**config.mk**
```make
export PLATFORM = sky130hd
export DESIGN_NAME = prv_trap_ctrl
export DESIGN_NICKNAME = d
export VERILOG_FILES = /design/src/rtl/machine_mode_types_pkg.sv /design/src/rtl/prv_cause_encoder.sv /design/src/rtl/prv_trap_ctrl.sv
export SDC_FILE = /design/constraint.sdc
export NUM_CORES = 1
export LEC_CHECK = 0
export ABC_AREA = 1
export CAP_MARGIN = 20
export CELL_PAD_IN_SITES_DETAIL_PLACEMENT = 1
export CELL_PAD_IN_SITES_GLOBAL_PLACEMENT = 1
export CORE_AREA = 2 2 113 115
export CTS_CLUSTER_DIAMETER = 60
export DETAILED_ROUTE_END_ITERATION = 8
export DIE_AREA = 0 0 115 117
export HOLD_SLACK_MARGIN = 0.06
export PLACE_DENSITY_LB_ADDON = 0.1
export SYNTH_ARGS = -nofsm -noshare
export SYNTH_HDL_FRONTEND = slang
export SYNTH_SLANG_ARGS = --single-unit
```
**constraint.sdc**
```tcl
create_clock -name CLK -period 1.91 [get_ports CLK]
set_input_delay 0.573 -clock CLK [delete_from_list [all_inputs] [get_ports CLK]]
set_output_delay 0.573 -clock CLK [all_outputs]
set_load 0.01 [all_outputs]
```
**src/rtl/machine_mode_types_pkg.sv**
```systemverilog
// Machine-mode trap types: cause codes, sequencer states and the mcause layout.
package machine_mode_types_pkg;

  typedef enum logic [3:0] {
    EXC_MAL_INSN   = 4'd0,
    EXC_FAULT_INSN = 4'd1,
    EXC_ILLEGAL    = 4'd2,
    EXC_BREAK      = 4'd3,
    EXC_MAL_L      = 4'd4,
    EXC_FAULT_L    = 4'd5,
    EXC_MAL_S      = 4'd6,
    EXC_FAULT_S    = 4'd7,
    EXC_ECALL_M    = 4'd11
  } ex_code_t;

  typedef enum logic [3:0] {
    INT_SOFT  = 4'd3,
    INT_TIMER = 4'd7,
    INT_EXT   = 4'd11
  } int_code_t;

  typedef enum logic [1:0] {
    ST_IDLE,
    ST_WAIT_CLR,
    ST_REDIRECT
  } trap_state_t;

  localparam int MCAUSE_INT_BIT = 31;

  function automatic logic [31:0] mk_mcause(input logic is_int, input logic [3:0] code);
    logic [31:0] v;
    v = '0;
    v[MCAUSE_INT_BIT] = is_int;
    v[3:0] = code;
    return v;
  endfunction

endpackage

```
**src/rtl/prv_cause_encoder.sv**
```systemverilog
// Fixed-priority trap cause encoder; any exception outranks any interrupt.
module prv_cause_encoder
  import machine_mode_types_pkg::*;
(
  input  logic [8:0] exc_vec,
  input  logic [2:0] irq_vec,   // {ext,timer,soft}, already masked by mie and mstatus.MIE
  output logic       valid,
  output logic       intr,
  output logic [3:0] code
);

  always_comb begin
    valid = 1'b1;
    intr  = 1'b0;
    code  = EXC_MAL_INSN;
    // exc_vec bit order is fetch-side first, so scan LSB upward except env_m sits before loads
    if      (exc_vec[0]) code = EXC_FAULT_INSN;
    else if (exc_vec[1]) code = EXC_MAL_INSN;
    else if (exc_vec[2]) code = EXC_ILLEGAL;
    else if (exc_vec[3]) code = EXC_BREAK;
    else if (exc_vec[4]) code = EXC_ECALL_M;
    else if (exc_vec[5]) code = EXC_MAL_L;
    else if (exc_vec[6]) code = EXC_FAULT_L;
    else if (exc_vec[7]) code = EXC_MAL_S;
    else if (exc_vec[8]) code = EXC_FAULT_S;
    else begin
      intr = 1'b1;
      if      (irq_vec[2]) code = INT_EXT;
      else if (irq_vec[0]) code = INT_SOFT;
      else if (irq_vec[1]) code = INT_TIMER;
      else begin
        valid = 1'b0;
        intr  = 1'b0;
      end
    end
  end

endmodule

```
**src/rtl/prv_trap_ctrl.sv**
```systemverilog
// Machine-mode trap sequencer: latch cause, wait for flush, redirect for one cycle.
// Optional PRV_VECTORED_INTR_EN: interrupts jump to base + 4*code when mtvec mode is vectored.
module prv_trap_ctrl
  import machine_mode_types_pkg::*;
#(
  parameter logic [31:0] MTVEC_RESET = 32'h0000_0100
) (
  input  logic        CLK,
  input  logic        RST,
  input  logic [8:0]  exc_vec,
  input  logic        timer_int,
  input  logic        soft_int,
  input  logic        ext_int,
  input  logic [2:0]  irq_en,
  input  logic        gie,
  input  logic [31:0] epc,
  input  logic        ret,
  input  logic        pipe_clear,
  input  logic [31:0] mtvec,
  input  logic        mtvec_valid,
  input  logic [31:0] mepc_q,
  output logic [31:0] npc,
  output logic        insert_pc,
  output logic        intr,
  output logic [31:0] mcause_wdata,
  output logic [31:0] mepc_wdata,
  output logic        trap_wen,
  output logic        ret_wen
);

  trap_state_t state, state_nx;
  logic [2:0]  irq_vec;
  logic        ev_valid, ev_intr;
  logic [3:0]  ev_code;
  logic        cap_trap, cap_ret;
  logic        lat_intr, lat_ret;
  logic [31:0] base, trap_pc;

  assign irq_vec = {ext_int, timer_int, soft_int} & irq_en & {3{gie}};

  prv_cause_encoder u_enc (
    .exc_vec (exc_vec),
    .irq_vec (irq_vec),
    .valid   (ev_valid),
    .intr    (ev_intr),
    .code    (ev_code)
  );

  always_comb begin
    state_nx = state;
    cap_trap = 1'b0;
    cap_ret  = 1'b0;
    case (state)
      ST_IDLE: begin
        if (ev_valid) begin
          cap_trap = 1'b1;
          state_nx = pipe_clear ? ST_REDIRECT : ST_WAIT_CLR;
        end else if (ret) begin
          cap_ret  = 1'b1;
          state_nx = ST_REDIRECT;
        end
      end
      ST_WAIT_CLR: if (pipe_clear) state_nx = ST_REDIRECT;
      ST_REDIRECT: state_nx = ST_IDLE;
      default:     state_nx = ST_IDLE;
    endcase
  end

  always_ff @(posedge CLK) begin
    if (RST) begin
      state        <= ST_IDLE;
      lat_intr     <= 1'b0;
      lat_ret      <= 1'b0;
      mcause_wdata <= '0;
      mepc_wdata   <= '0;
    end else begin
      state <= state_nx;
      if (cap_trap) begin
        lat_intr     <= ev_intr;
        lat_ret      <= 1'b0;
        mcause_wdata <= mk_mcause(ev_intr, ev_code);
        mepc_wdata   <= epc;
      end else if (cap_ret) begin
        lat_intr <= 1'b0;
        lat_ret  <= 1'b1;
      end
    end
  end

  // masking keeps all of mtvec referenced; the mode bits only matter when vectoring
  assign base = mtvec_valid ? (mtvec & ~32'h3) : MTVEC_RESET;

`ifdef PRV_VECTORED_INTR_EN
  assign trap_pc = (lat_intr && mtvec_valid && mtvec[1:0] == 2'b01)
                 ? base + {26'b0, mcause_wdata[3:0], 2'b00} : base;
`else
  assign trap_pc = base;
`endif

  assign insert_pc = (state == ST_REDIRECT);
  assign npc       = insert_pc ? (lat_ret ? mepc_q : trap_pc) : '0;
  assign intr      = lat_intr;
  assign trap_wen  = insert_pc & ~lat_ret;
  assign ret_wen   = insert_pc & lat_ret;

endmodule

```
### Word level (Yosys, flattened, before mapping)

Index checks and enable logic that the tools add are counted.

* bits in writable memories: 0
* bits in latches: 0
* bits in read-only memories: 0
* word-level logic and storage cells: 66
* memories kept: 0
* flip-flop bits (word level): 41
* bits of input ports: 117

* order comparisons: 0
* div/mod/pow operators: 0
* $add $sub $neg: 0
* reductions and logical operators: 4
* equal/unequal tests: 4
* multiply operators: 0
* shift operators: 0
* bitwise gates (word level): 5
* muxes and demuxes: 48

Operators with widths (count)
* 32-bit 2-to-1 mux: 3
* 4-bit 2-to-1 mux: 11
* 1-bit 2-to-1 mux: 28
* 2-bit 2-to-1 mux: 4
* 3-bit AND: 2
* 2-bit one-hot mux with 2 select lines: 1
* 3-bit 2-to-1 mux: 1
* 3-bit != test (second input constant): 1
* 1-bit AND: 2
* 2-bit by 1-bit == test with 1-bit output (second input constant): 1
* 2-bit == test (second input constant): 1
* 2-bit zero test: 1
* 2-bit != test (second input constant): 1
* 2-bit AND reduction: 1
* 2-bit nonzero test: 1
* 2-bit OR reduction: 1
* 1-bit inverter: 1

### Longest topological paths before layout

* depth after elaboration: 18
* mapped depth: 12
* mapped depth without buffers: 11

### By module

A second synthesis with hierarchy kept.

* cell total of the unflattened synthesis: 362
* area total of the unflattened synthesis: 2394.8 µm²

By module, submodules not included
* prv_trap_ctrl: instances 1, cells an instance 329, sequential area each 820.8 µm², area each 2225.9 µm²
* prv_cause_encoder: instances 1, cells an instance 33, sequential area each 0.0 µm², area each 168.9 µm²

### Worst setup path after synthesis

OpenSTA, ideal clock, no wires.

* path kind: register to output
* from: register state[1]
* to: output port npc[23]
* stages on the path, launching flop included: 7
* arrival: 1275 ps
* required time: 1337 ps
* path slack: 62 ps
* path through: dfxtp_1 > inv_1 > nor2_1 > inv_1 > nor2_1 > buf_2 > a32o_1

* word-level cells in the longest chain between the ends: 2

Ends and longest elaborated chain
* from (decl): line prv_trap_ctrl.sv:31 `trap_state_t state, state_nx;`
* from (signal assigned): line prv_trap_ctrl.sv:77 `state <= state_nx;`
* 2-bit == test: line prv_trap_ctrl.sv:100 `assign insert_pc = (state == ST_REDIRECT);`
* named net insert_pc: line prv_trap_ctrl.sv:23 `output logic insert_pc,`
* 32-bit 2-to-1 mux: line prv_trap_ctrl.sv:101 `assign npc = insert_pc ? (lat_ret ? mepc_q : trap_pc) : '0;`
* to (decl): line prv_trap_ctrl.sv:22 `output logic [31:0] npc,`

The timed path passes the listed nets, and every way through them passes these cells.

### Final worst setup path

* from: register state[1]
* to: output port npc[21]

* word-level cells in the longest chain between the ends: 2

Ends and longest elaborated chain (line)
* 2-bit == test: prv_trap_ctrl.sv:100
* 32-bit 2-to-1 mux: prv_trap_ctrl.sv:101

No other way between the ends.

==> impl_metrics.json <==
{
  "status": "finished, violations left",
  "violations": "negative setup slack",
  "initial_utilization_pct": 18.6,
  "syn_area_sq_um": 2280,
  "grt_pass1_vias": 2791,
  "drive_gt1_share_pct": 29.3,
  "grt-ovfl-total": 0,
  "avgSynthCellArea_sq_um": 7.85,
  "yosysWarnings": 0,
  "ys.flop_type": "dfxtp_1",
  "seq_area_sq_um": 823,
  "nFillCells": 1468,
  "final_hold_viol_count": 0,
  "final_area_sq_um": 4770,
  "die_w_um": 115,
  "cp_slowest_cell": "dfxtp_2",
  "seqPwrFrac_pct": 35.5,
  "crit_top_cell": "nor2_4",
  "root_buffer": "clkbuf_16",
  "yosysMostFrequentCell": "nand2_1",
  "min_path_type": "flop to flop",
  "p_switching_uw": 682,
  "clk_latency_ps": 280,
  "crit_chain": "inv_2, nor2_4, inv_4, nor2_4, buf_6, buf_16, a32o_1, buf_2",
  "clockPowerShare_pct": 36.2,
  "max_cap_viol_count": 0,
  "end_kind": "output pin",
  "drt_iter0_drc": 96,
  "io_pins": 217,
  "synthDistinctLibCells": 27,
  "switching_share_pct": 25.4,
  "cts_made_buffers": 5,
  "synth_top_area_share_pct": 35.9,
  "fp-row-count": 41,
  "cp.arrival_ps": 1530,
  "worstSetupStartpointType": "flop",
  "synth_edf_count": 0,
  "htree_num_levels": 2,
  "setup_slack_ps": -189,
  "vias": 2766,
  "slew_violations": 0,
  "numPortBuffers": 187,
  "fin_crit_sh_pct": 110,
  "grt_busiest_layer": "met2",
  "clock.fmax_ghz": 0.476,
  "intPower_mw": 2.00,
  "peakVddDrop_uv": 293,
  "cts_tree": "built",
  "power_density_nw_per_um2": 562,
  "multiInputGateArea_sq_um": 1220,
  "cp.required_ps": 1340,
  "ant_nets": 0,
  "ys_async_sr_fraction_pct": 0,
  "use_met3_pct": 2.42,
  "gp_congestion": 0.722,
  "power_frac_comb_pct": 28.2,
  "grt_max_degree": 17,
  "synth_top_cell_by_area": "dfxtp_1",
  "rsz0062_at_grt": "yes",
  "dp_hpwl_um": 7400,
  "wl_per_cell_um": 14.8,
  "setup_viol": 32,
  "yosys-top-cells-area": "dfxtp_1 36%, nand2_1 14%, a32o_1 13%, buf_4 8.9%, nand2_2 8.8%",
  "min_period_ps": 2100,
  "crit_path_max_incr_delay_ps": 330,
  "grt_pass1_wl_um": 14500,
  "synth_seq_cells": 41,
  "antenna_cells": 0,
  "die_area_sq_um": 13500,
  "detail_route.first_pass.iterations": 4,
  "viasPerCell": 4.15,
  "nets": 632,
  "syn-instance-count": 291,
  "coreArea_sq_um": 12300,
  "cts_buffer_depth": 2,
  "use_met1_pct": 17.8,
  "total_leakage_power_nw": 2.18,
  "cp_max_fo": 8,
  "grt_use_total_pct": 13.9,
  "clock-sinks": 41,
  "final_core_util_pct": 38.7,
  "yosysSeqAreaShare_pct": 35.9,
  "use_met2_pct": 24.6,
  "synthTopCellsByCount": "88 x nand2_1, 41 x dfxtp_1, 32 x nand2_2",
  "path_class": "flop to output pin",
  "placed_area_sq_um": 4480,
  "drt_wl_total_um": 9850,
  "ctsHoldBuffers": 0,
  "die_h_um": 117,
  "skew_ps": 4.17,
  "antenna_found_initial": 0,
  "area_growth_pct": 109,
  "drc_errors": 0,
  "cts.clk_slew.worst_paths_ps": 60
}
## power by group through the flow
| stage | combinational, mW | clock [mW] | sequential [mW] |
|---|---|---|---|
| after global routing | 0.817 | 1.05 | 0.960 |
| after CTS | 0.761 | 1.01 | 0.953 |
| final | 0.756 | 0.970 | 0.952 |
| after global placement | 0.716 | 0 | 0.969 |
| after floorplan | 0.247 | 0 | 0.996 |
| after detailed placement | 0.723 | 0 | 0.971 |
## final cells by class
type,instances,share of cell area (%)
Clock buffer,5,2.63
Clock inverter,3,0.971
Inverter,18,1.73
Multi-Input combinational cell,216,25.5
Sequential cell,41,17.3
Tap cell,150,3.94
Timing Repair Buffer,233,47.9
## placed cells by master (no fill, tap or decap), types with 12 or more instances in the layout
cell type,n
inv_1,12
nand2_1,87
a32o_1,24
clkdlybuf4s50_1,150
buf_6,13
nand2_2,33
buf_2,24
dfxtp_1,39
buf_4,30
conb_1,27
## metal layers
| layer | share of wire, % | wire [um] |
|---|---|---|
| met1 | 41 | 4000 |
| met2 | 53 | 5270 |
| met3 | 5.0 | 496 |
| met4 | 0.86 | 85 |
| met5 | 0 | 0 |
## kinds of logic after synthesis
| group | count (synthesis) | synth area share (%) |
|---|---|---|
| AOI/OAI and AO/OA | 39 | 15.3 |
| buffers and inverters | 60 | 17.3 |
| DFF | 41 | 35.9 |
| other | 1 | 0.164 |
| and+or+nand+nor | 150 | 31.3 |
## path summary, 6_finish.rpt
check	start	to	slack [ps]	cells past startpoint
setup reg to reg	state[0]	mepc_wdata[25]	500	8
setup / recovery	state[1]	npc[21]	-190	8
hold reg to reg	mepc_wdata[14]	mepc_wdata[14]	450	2
hold / removal	mepc_wdata[14]	mepc_wdata[14]	450	2
## sequential cells by signal (all words and copies together), names as in the netlist
signal,flops
mepc_wdata,32
mcause_wdata,5
state,2
intr,1
lat_ret,1
## stage by stage
stage | std cells | hold slack, ps | TNS, ps | total power, mW | worst slack, ps
after floorplan | 317 | 469 | 0 | 1.24 | 62.4
after global placement | 646 | 430 | -27380 | 1.68 | -722
after detailed placement | 646 | 438 | -27590 | 1.69 | -709
after CTS | 669 | 450 | -6280 | 2.72 | -241
after global routing | 666 | 470 | -7550 | 2.82 | -261
final | 666 | 447 | -4980 | 2.68 | -189
## worst max-delay path: cells and delay by family, from the launching register on
| family | cells | cell delay (ps) |
|---|---|---|
| compound gates | 1 | 150 |
| simple gates | 2 | 240 |
| flops | 1 | 330 |
| buf+inv | 5 | 510 |
## repair_timing
item                       4_1_cts  5_1_grt
pin swaps                        4        7
gates resized for setup        160       33
gates cloned                     6        0
setup endpoints to repair       35       50
buffers inserted                 9        2
No activity file was read; power rests on OpenSTA's default activity.
